### src/rtl/controle_pedidos_elevador.sv
`default_nettype none
// ============================================================================
// Module      : controle_pedidos_elevador
// Description : Request scheduler for the UP/DOWN floor counter. Latches the
//               call buttons, compares them with the current floor fed back
//               from the counter, and issues single-cycle MAIS/MENOS step
//               pulses in collective (SCAN) order. Also times the door-open
//               interval at each served floor.
//
//   CLK           in   1  system clock, rising edge
//   reset         in   1  asynchronous, active-low reset
//   EMERG         in   1  emergency stop, level (only with ELEV_EMERGENCIA_EN)
//   CHAMADA       in   N  call buttons, level, bit i = floor i
//   ANDAR         in   3  current floor {B2,B1,B0} from the counter
//   MAIS          out  1  one-cycle step-up pulse
//   MENOS         out  1  one-cycle step-down pulse
//   PORTA_ABERTA  out  1  door open
//   DIRECAO       out  1  1 = up preference, 0 = down preference
//   PENDENTES     out  N  latched pending requests
//
// Build option : define ELEV_EMERGENCIA_EN to add the EMERG input. While
//               EMERG is high the scheduler parks in PARADO with the door
//               open, drops all pending calls and ignores new ones.
//
// Revision    : 1.0 - initial release
// ============================================================================
module controle_pedidos_elevador #(
    parameter int N_ANDARES = 8,
    parameter int T_PASSO   = 4,
    parameter int T_PORTA   = 16
) (
    input  logic                          CLK,
    input  logic                          reset,
`ifdef ELEV_EMERGENCIA_EN
    input  logic                          EMERG,
`endif
    input  logic [N_ANDARES-1:0]          CHAMADA,
    input  logic [$clog2(N_ANDARES)-1:0]  ANDAR,
    output logic                          MAIS,
    output logic                          MENOS,
    output logic                          PORTA_ABERTA,
    output logic                          DIRECAO,
    output logic [N_ANDARES-1:0]          PENDENTES
);

    localparam int C_AW   = $clog2(N_ANDARES);
    localparam int C_TMAX = (T_PASSO > T_PORTA) ? T_PASSO : T_PORTA;
    localparam int C_TW   = $clog2(C_TMAX + 1);

    localparam logic [C_AW-1:0] C_TOPO      = C_AW'(N_ANDARES - 1);
    localparam logic [C_TW-1:0] C_FIM_PASSO = C_TW'(T_PASSO - 1);
    localparam logic [C_TW-1:0] C_FIM_PORTA = C_TW'(T_PORTA - 1);

    localparam logic [2:0] S_PARADO   = 3'd0;
    localparam logic [2:0] S_SUBINDO  = 3'd1;
    localparam logic [2:0] S_DESCENDO = 3'd2;
    localparam logic [2:0] S_ESPERA   = 3'd3;
    localparam logic [2:0] S_PORTA    = 3'd4;

    logic [2:0]           r_state, w_next;
    logic [C_TW-1:0]      r_timer, w_timer_nxt;
    logic                 r_dir, w_dir_nxt;
    logic                 r_mais, w_mais_nxt;
    logic                 r_menos, w_menos_nxt;
    logic                 r_porta, w_porta_nxt;
    logic [N_ANDARES-1:0] r_pend, w_pend_nxt;

    logic [N_ANDARES-1:0] w_mask_acima, w_mask_abaixo;
    logic                 w_acima, w_abaixo, w_aqui;
    logic                 w_emerg;

`ifdef ELEV_EMERGENCIA_EN
    assign w_emerg = EMERG;
`else
    assign w_emerg = 1'b0;
`endif

    // Floors strictly above / below the current one
    always_comb begin
        w_mask_acima  = '0;
        w_mask_abaixo = '0;
        for (int i = 0; i < N_ANDARES; i++) begin
            w_mask_acima[i]  = (i > int'(ANDAR));
            w_mask_abaixo[i] = (i < int'(ANDAR));
        end
    end

    assign w_acima  = |(r_pend & w_mask_acima);
    assign w_abaixo = |(r_pend & w_mask_abaixo);
    assign w_aqui   = r_pend[ANDAR];

    // State and output registers
    always_ff @(posedge CLK or negedge reset) begin
        if (!reset) begin
            r_state <= S_PARADO;
            r_timer <= '0;
            r_dir   <= 1'b1;
            r_mais  <= 1'b0;
            r_menos <= 1'b0;
            r_porta <= 1'b0;
            r_pend  <= '0;
        end else begin
            r_state <= w_next;
            r_timer <= w_timer_nxt;
            r_dir   <= w_dir_nxt;
            r_mais  <= w_mais_nxt;
            r_menos <= w_menos_nxt;
            r_porta <= w_porta_nxt;
            r_pend  <= w_pend_nxt;
        end
    end

    // Next-state logic
    always_comb begin
        w_next      = r_state;
        w_dir_nxt   = r_dir;
        w_timer_nxt = '0;
        case (r_state)
            S_PARADO: begin
                if (w_aqui) begin
                    w_next = S_PORTA;
                end else if (w_acima && (ANDAR != C_TOPO) && (r_dir || !w_abaixo)) begin
                    w_next    = S_SUBINDO;
                    w_dir_nxt = 1'b1;
                end else if (w_abaixo && (ANDAR != '0)) begin
                    w_next    = S_DESCENDO;
                    w_dir_nxt = 1'b0;
                end
            end
            S_SUBINDO, S_DESCENDO: begin
                w_next = S_ESPERA;
            end
            S_ESPERA: begin
                // The wait lets the counter settle ANDAR before it is trusted again
                if (r_timer == C_FIM_PASSO) begin
                    if (w_aqui)
                        w_next = S_PORTA;
                    else if (r_dir && w_acima && (ANDAR != C_TOPO))
                        w_next = S_SUBINDO;
                    else if (!r_dir && w_abaixo && (ANDAR != '0))
                        w_next = S_DESCENDO;
                    else
                        w_next = S_PARADO;
                end else begin
                    w_timer_nxt = r_timer + 1'b1;
                end
            end
            S_PORTA: begin
                if (r_timer == C_FIM_PORTA)
                    w_next = S_PARADO;
                else
                    w_timer_nxt = r_timer + 1'b1;
            end
            default: begin
                w_next = S_PARADO;
            end
        endcase

        if (w_emerg) begin
            w_next      = S_PARADO;
            w_timer_nxt = '0;
        end
    end

    // Registered-output logic: values the outputs take after the next edge
    always_comb begin
        w_mais_nxt  = (w_next == S_SUBINDO) && (ANDAR != C_TOPO);
        w_menos_nxt = (w_next == S_DESCENDO) && (ANDAR != '0);
        w_porta_nxt = (w_next == S_PORTA) || w_emerg;

        w_pend_nxt = r_pend | CHAMADA;
        // Clearing on entry and while the door is open both served and
        // suppresses re-latching the floor we are standing at
        if ((w_next == S_PORTA) || (r_state == S_PORTA))
            w_pend_nxt[ANDAR] = 1'b0;
        if (w_emerg)
            w_pend_nxt = '0;
    end

    assign MAIS         = r_mais;
    assign MENOS        = r_menos;
    assign PORTA_ABERTA = r_porta;
    assign DIRECAO      = r_dir;
    assign PENDENTES    = r_pend;

endmodule
`default_nettype wire

### config.mk
export PLATFORM = sky130hd
export DESIGN_NAME = controle_pedidos_elevador
export DESIGN_NICKNAME = d
export VERILOG_FILES = /design/src/rtl/controle_pedidos_elevador.sv
export SDC_FILE = /design/constraint.sdc
export NUM_CORES = 1
export LEC_CHECK = 0
export BUFFER_PORTS_ARGS = -buffer_cell sky130_fd_sc_hd__buf_2
export CELL_PAD_IN_SITES_DETAIL_PLACEMENT = 0
export CELL_PAD_IN_SITES_GLOBAL_PLACEMENT = 1
export CORE_UTILIZATION = 45
export CTS_BUF_LIST = sky130_fd_sc_hd__clkbuf_8
export DETAILED_ROUTE_END_ITERATION = 12
export PLACE_DENSITY = 0.85
export SKIP_CTS_REPAIR_TIMING = 1
export SLEW_MARGIN = 30
export SYNTH_ARGS = -nofsm -noshare
export SYNTH_HDL_FRONTEND = slang
export SYNTH_SLANG_ARGS = --single-unit
### constraint.sdc
create_clock -name CLK -period 3.8 [get_ports CLK]
set_clock_uncertainty 0.1 [all_clocks]
set_input_delay 0.19 -clock CLK [delete_from_list [all_inputs] [get_ports CLK]]
set_output_delay 0.19 -clock CLK [all_outputs]
set_load 0.02 [all_outputs]
==> parameters.txt <==
Parameter                              Value

Setup path
  Worst Setup Path Type    flip-flop to flip-flop
  Critical path fanouts, max    7
  Critical path data arrival time    2.00 ns
  Req. time, crit path    3.83 ns
  Reg2reg setup slack    1.82 ns
  Endpoint kind of the worst setup timing path    flip-flop
  Type of origin of the critical path    flip-flop

Synthesis
  Post-synth net total    136
  Synthesized netlist cell count    120
  EDFF count, synth    0
  Count of unique library cells instantiated by Yosys    39
  Mapped cell area    0.00115 mm²
  Asr flop ratio synth    100%
  Largest area contributor in the synthesized netlist    sky130_fd_sc_hd__dfrtp_1
  Average cell area after synthesis    9.58 µm²
  Number of synthesized register bits    20
  Post-synth top area share    41.3%
  Warnings, synthesis    0
  Share of the yosys chip area belonging to registers    43.6%
  Ranking of synthesized cells by area    sky130_fd_sc_hd__dfrtp_1 (41%), sky130_fd_sc_hd__nor2_1 (4.9%), sky130_fd_sc_hd__a31oi_1 (4.4%), sky130_fd_sc_hd__mux2i_1 (3.5%), sky130_fd_sc_hd__ha_1 (3.3%)
  Synth Flop Type    sky130_fd_sc_hd__dfrtp_1

Detailed routing
  Remaining DRCs    0
  Remaining number of nets flagged by the antenna check after routing    0
  Detailed Routing Iterations Pass 1    4
  Starting DRT DRC Count    30
  Total number of vias    1004
  Vias per inst    5.77
  Total length of routed wires    2.46 mm
  Routed length per instance    14.1 µm

STA
  Max-slew violation total from the final report    0
  Final Hold Fails    0
  Upper clock frequency limit    506 MHz
  Pin slew with the least headroom to its limit    0.462 ns
  Final setup viols    0
  Min cycle time layout    1.98 ns
  Total Negative Setup Slacks    0 ns
  Post-route fraction of the period consumed by the critical path    52.0%
  RSZ-0062 raised after global routing    false
  Worst-case headroom to the max-slew limit    69.2%

Clock network
  Clk_lat worst skew    0.26 ns
  Total number of clock tree sinks    20
  TritonCTS buffer count    3
  Cell at the root of the clock tree    sky130_fd_sc_hd__clkbuf_8
  Number of H-tree levels    1
  TritonCTS clock tree    yes
  Number of buffers between clock root and the deepest sink    2
  Clock-pin slew on the worst setup and hold paths    0.08 ns

Cells and area
  Final standard cell count with taps included and fillers excluded    174
  Most frequent cells in the layout    sky130_fd_sc_hd__buf_2 (24), sky130_fd_sc_hd__dfrtp_1 (19), sky130_fd_sc_hd__nor2_1 (15)
  FILL cells    214
  Util after Layout    59.0%
  Area of all placed cells without fillers    0.00137 mm²
  Layout Area Growth over Synthesis    18.9%
  Flip-flop and latch area    502 µm²
  Most common library cell in the layout ignoring fill and taps    sky130_fd_sc_hd__buf_2
  Total inserted antenna cells    0
  Area of the multi-input gates    599 µm²
  Fraction of layout instances using a drive strength above 1    28.8%
  Nets    163

Job
  Max-capacitance violation count    0

Floorplan
  Die area    0.00276 mm²
  Chip Height    52.6 µm
  Placeable core region    0.00232 mm²
  Effective utilization at floorplan    49.6%
  I/O pin total    25
  Chip Width    52.6 µm
  Rows    17

Power and ir drop
  Switching Fraction    37.9%
  Power Total    0.858 mW
  Leak pwr    0.618 nW
  Portion of total power attributed to the clock network    24.6%
  Power density cells    628 mW/mm²
  Cell internal pwr    0.533 mW
  Combinational share of power    36.5%
  Share of power burned in registers    39.0%
  Worst IR Drop VDD    0.000508 V
  Switching power total    0.326 mW

Placed design
  Dpl cells    169
  Port buffer count    24
  Post-placement cell area    0.00129 mm²
  Half-perimeter wire length after detailed placement    1.83 mm
  Final GP Congestion    0.845

Global route
  Antenna violations before repair    0
  GRT Util Overall    20.2%
  First-pass GRT wire length    4.03 mm
  Pin count of the biggest net entering global routing    21
  Residual overflow from global routing    0
  Via count of the first global-routing pass    905

Min path
  Hold/Removal Path Class    input port to flip-flop

Status
  Status    completed
[worst paths after layout]
path	start	endpoint	cells after the start
setup / recovery	r_timer[0]	PENDENTES[4]	6
hold / removal	CHAMADA[6]	PENDENTES[6]	3
setup reg to reg	r_timer[0]	PENDENTES[4]	6
hold reg to reg	r_timer[0]	r_timer[0]	1
max in group asynchronous	reset	DIRECAO	2
min in group asynchronous	reset	r_timer[3]	2
[cell usage after synthesis, types with 2 or more instances]
library cell,n
sky130_fd_sc_hd__nor2_1,15
sky130_fd_sc_hd__o211a_1,2
sky130_fd_sc_hd__a211oi_1,3
sky130_fd_sc_hd__mux2i_1,4
sky130_fd_sc_hd__nand3_1,3
sky130_fd_sc_hd__a22oi_1,2
sky130_fd_sc_hd__o22ai_1,3
sky130_fd_sc_hd__nor3_1,3
sky130_fd_sc_hd__nand2_1,9
sky130_fd_sc_hd__nor2b_1,4
sky130_fd_sc_hd__buf_4,2
sky130_fd_sc_hd__a31oi_1,8
sky130_fd_sc_hd__ha_1,3
sky130_fd_sc_hd__dfrtp_1,19
sky130_fd_sc_hd__nor2_2,2
sky130_fd_sc_hd__a21oi_1,6
sky130_fd_sc_hd__inv_1,7
sky130_fd_sc_hd__and2_1,2
sky130_fd_sc_hd__o21ai_1,3
[registers in the layout, summed over array words and instances (netlist names)]
register and cells:
PENDENTES 8, PORTA_ABERTA 1, r_timer 5, r_state 3, DIRECAO 1, MENOS 1, MAIS 1
[worst max-delay path, stage by stage, from the launching register on]
cell and delay [ns]:
sky130_fd_sc_hd__dfrtp_1 0.37, sky130_fd_sc_hd__ha_1 0.20, sky130_fd_sc_hd__or4b_4 0.51, sky130_fd_sc_hd__nor3_2 0.20
sky130_fd_sc_hd__nand3_1 0.13, sky130_fd_sc_hd__o21ai_2 0.19, sky130_fd_sc_hd__a31oi_1 0.15
[cells by family (layout without fill, tap and decap cells)]
| logic type | after synthesis | after routing | share of synthesized area [%] |
|---|---|---|---|
| xor gates and xnor gates | 2 | 2 | 1.52 |
| AOI/OAI and AO/OA | 37 | 37 | 24.8 |
| DFF | 20 | 20 | 43.6 |
| and+or+nand+nor | 43 | 43 | 19.0 |
| buffers and inverters | 11 | 37 | 4.24 |
| muxes | 4 | 4 | 3.48 |
| adders and majority gates | 3 | 3 | 3.26 |
[power by group through the flow]
stage                     logic (mW)  registers (mW)  clock network (mW)
after floorplan                0.213           0.348                   0
after global placement         0.307           0.336                   0
after detailed placement       0.310           0.338                   0
after CTS                      0.314           0.334               0.215
after global routing           0.344           0.341               0.222
final                          0.313           0.334               0.211
[layout make-up]
| cell class | count | share of cell area, % |
|---|---|---|
| Multi-Input combinational cell | 89 | 43.8 |
| Sequential cell | 20 | 36.7 |
| Inverter | 8 | 2.20 |
| Tap cell | 28 | 2.56 |
| Timing Repair Buffer | 25 | 9.52 |
| Clock inverter | 1 | 2.20 |
| Clock buffer | 3 | 3.02 |
[per-stage QoR]
step | hold WS [ns] | setup WS (ns)
6_report | 0.0759 | 1.82
5_1_grt | 0.0762 | 1.70
4_1_cts | -0.214 | 1.82
3_5_place_dp | 0.0678 | 1.82
3_3_place_gp | 0.0555 | 1.90
2_1_floorplan | -0.206 | 1.99
[routing by layer]
| layer | track usage [%] | share of wire [%] | vias to the layer above |
|---|---|---|---|
| met4 | 7.89 | 1.3 | 0 |
| met3 | 3.48 | 4.3 | 5 |
| li1 | - | - | 484 |
| met5 | 0 | 0 | - |
| met1 | 24.1 | 43 | 487 |
| met2 | 35.7 | 51 | 28 |
No activity file was read; power rests on OpenSTA's default activity.
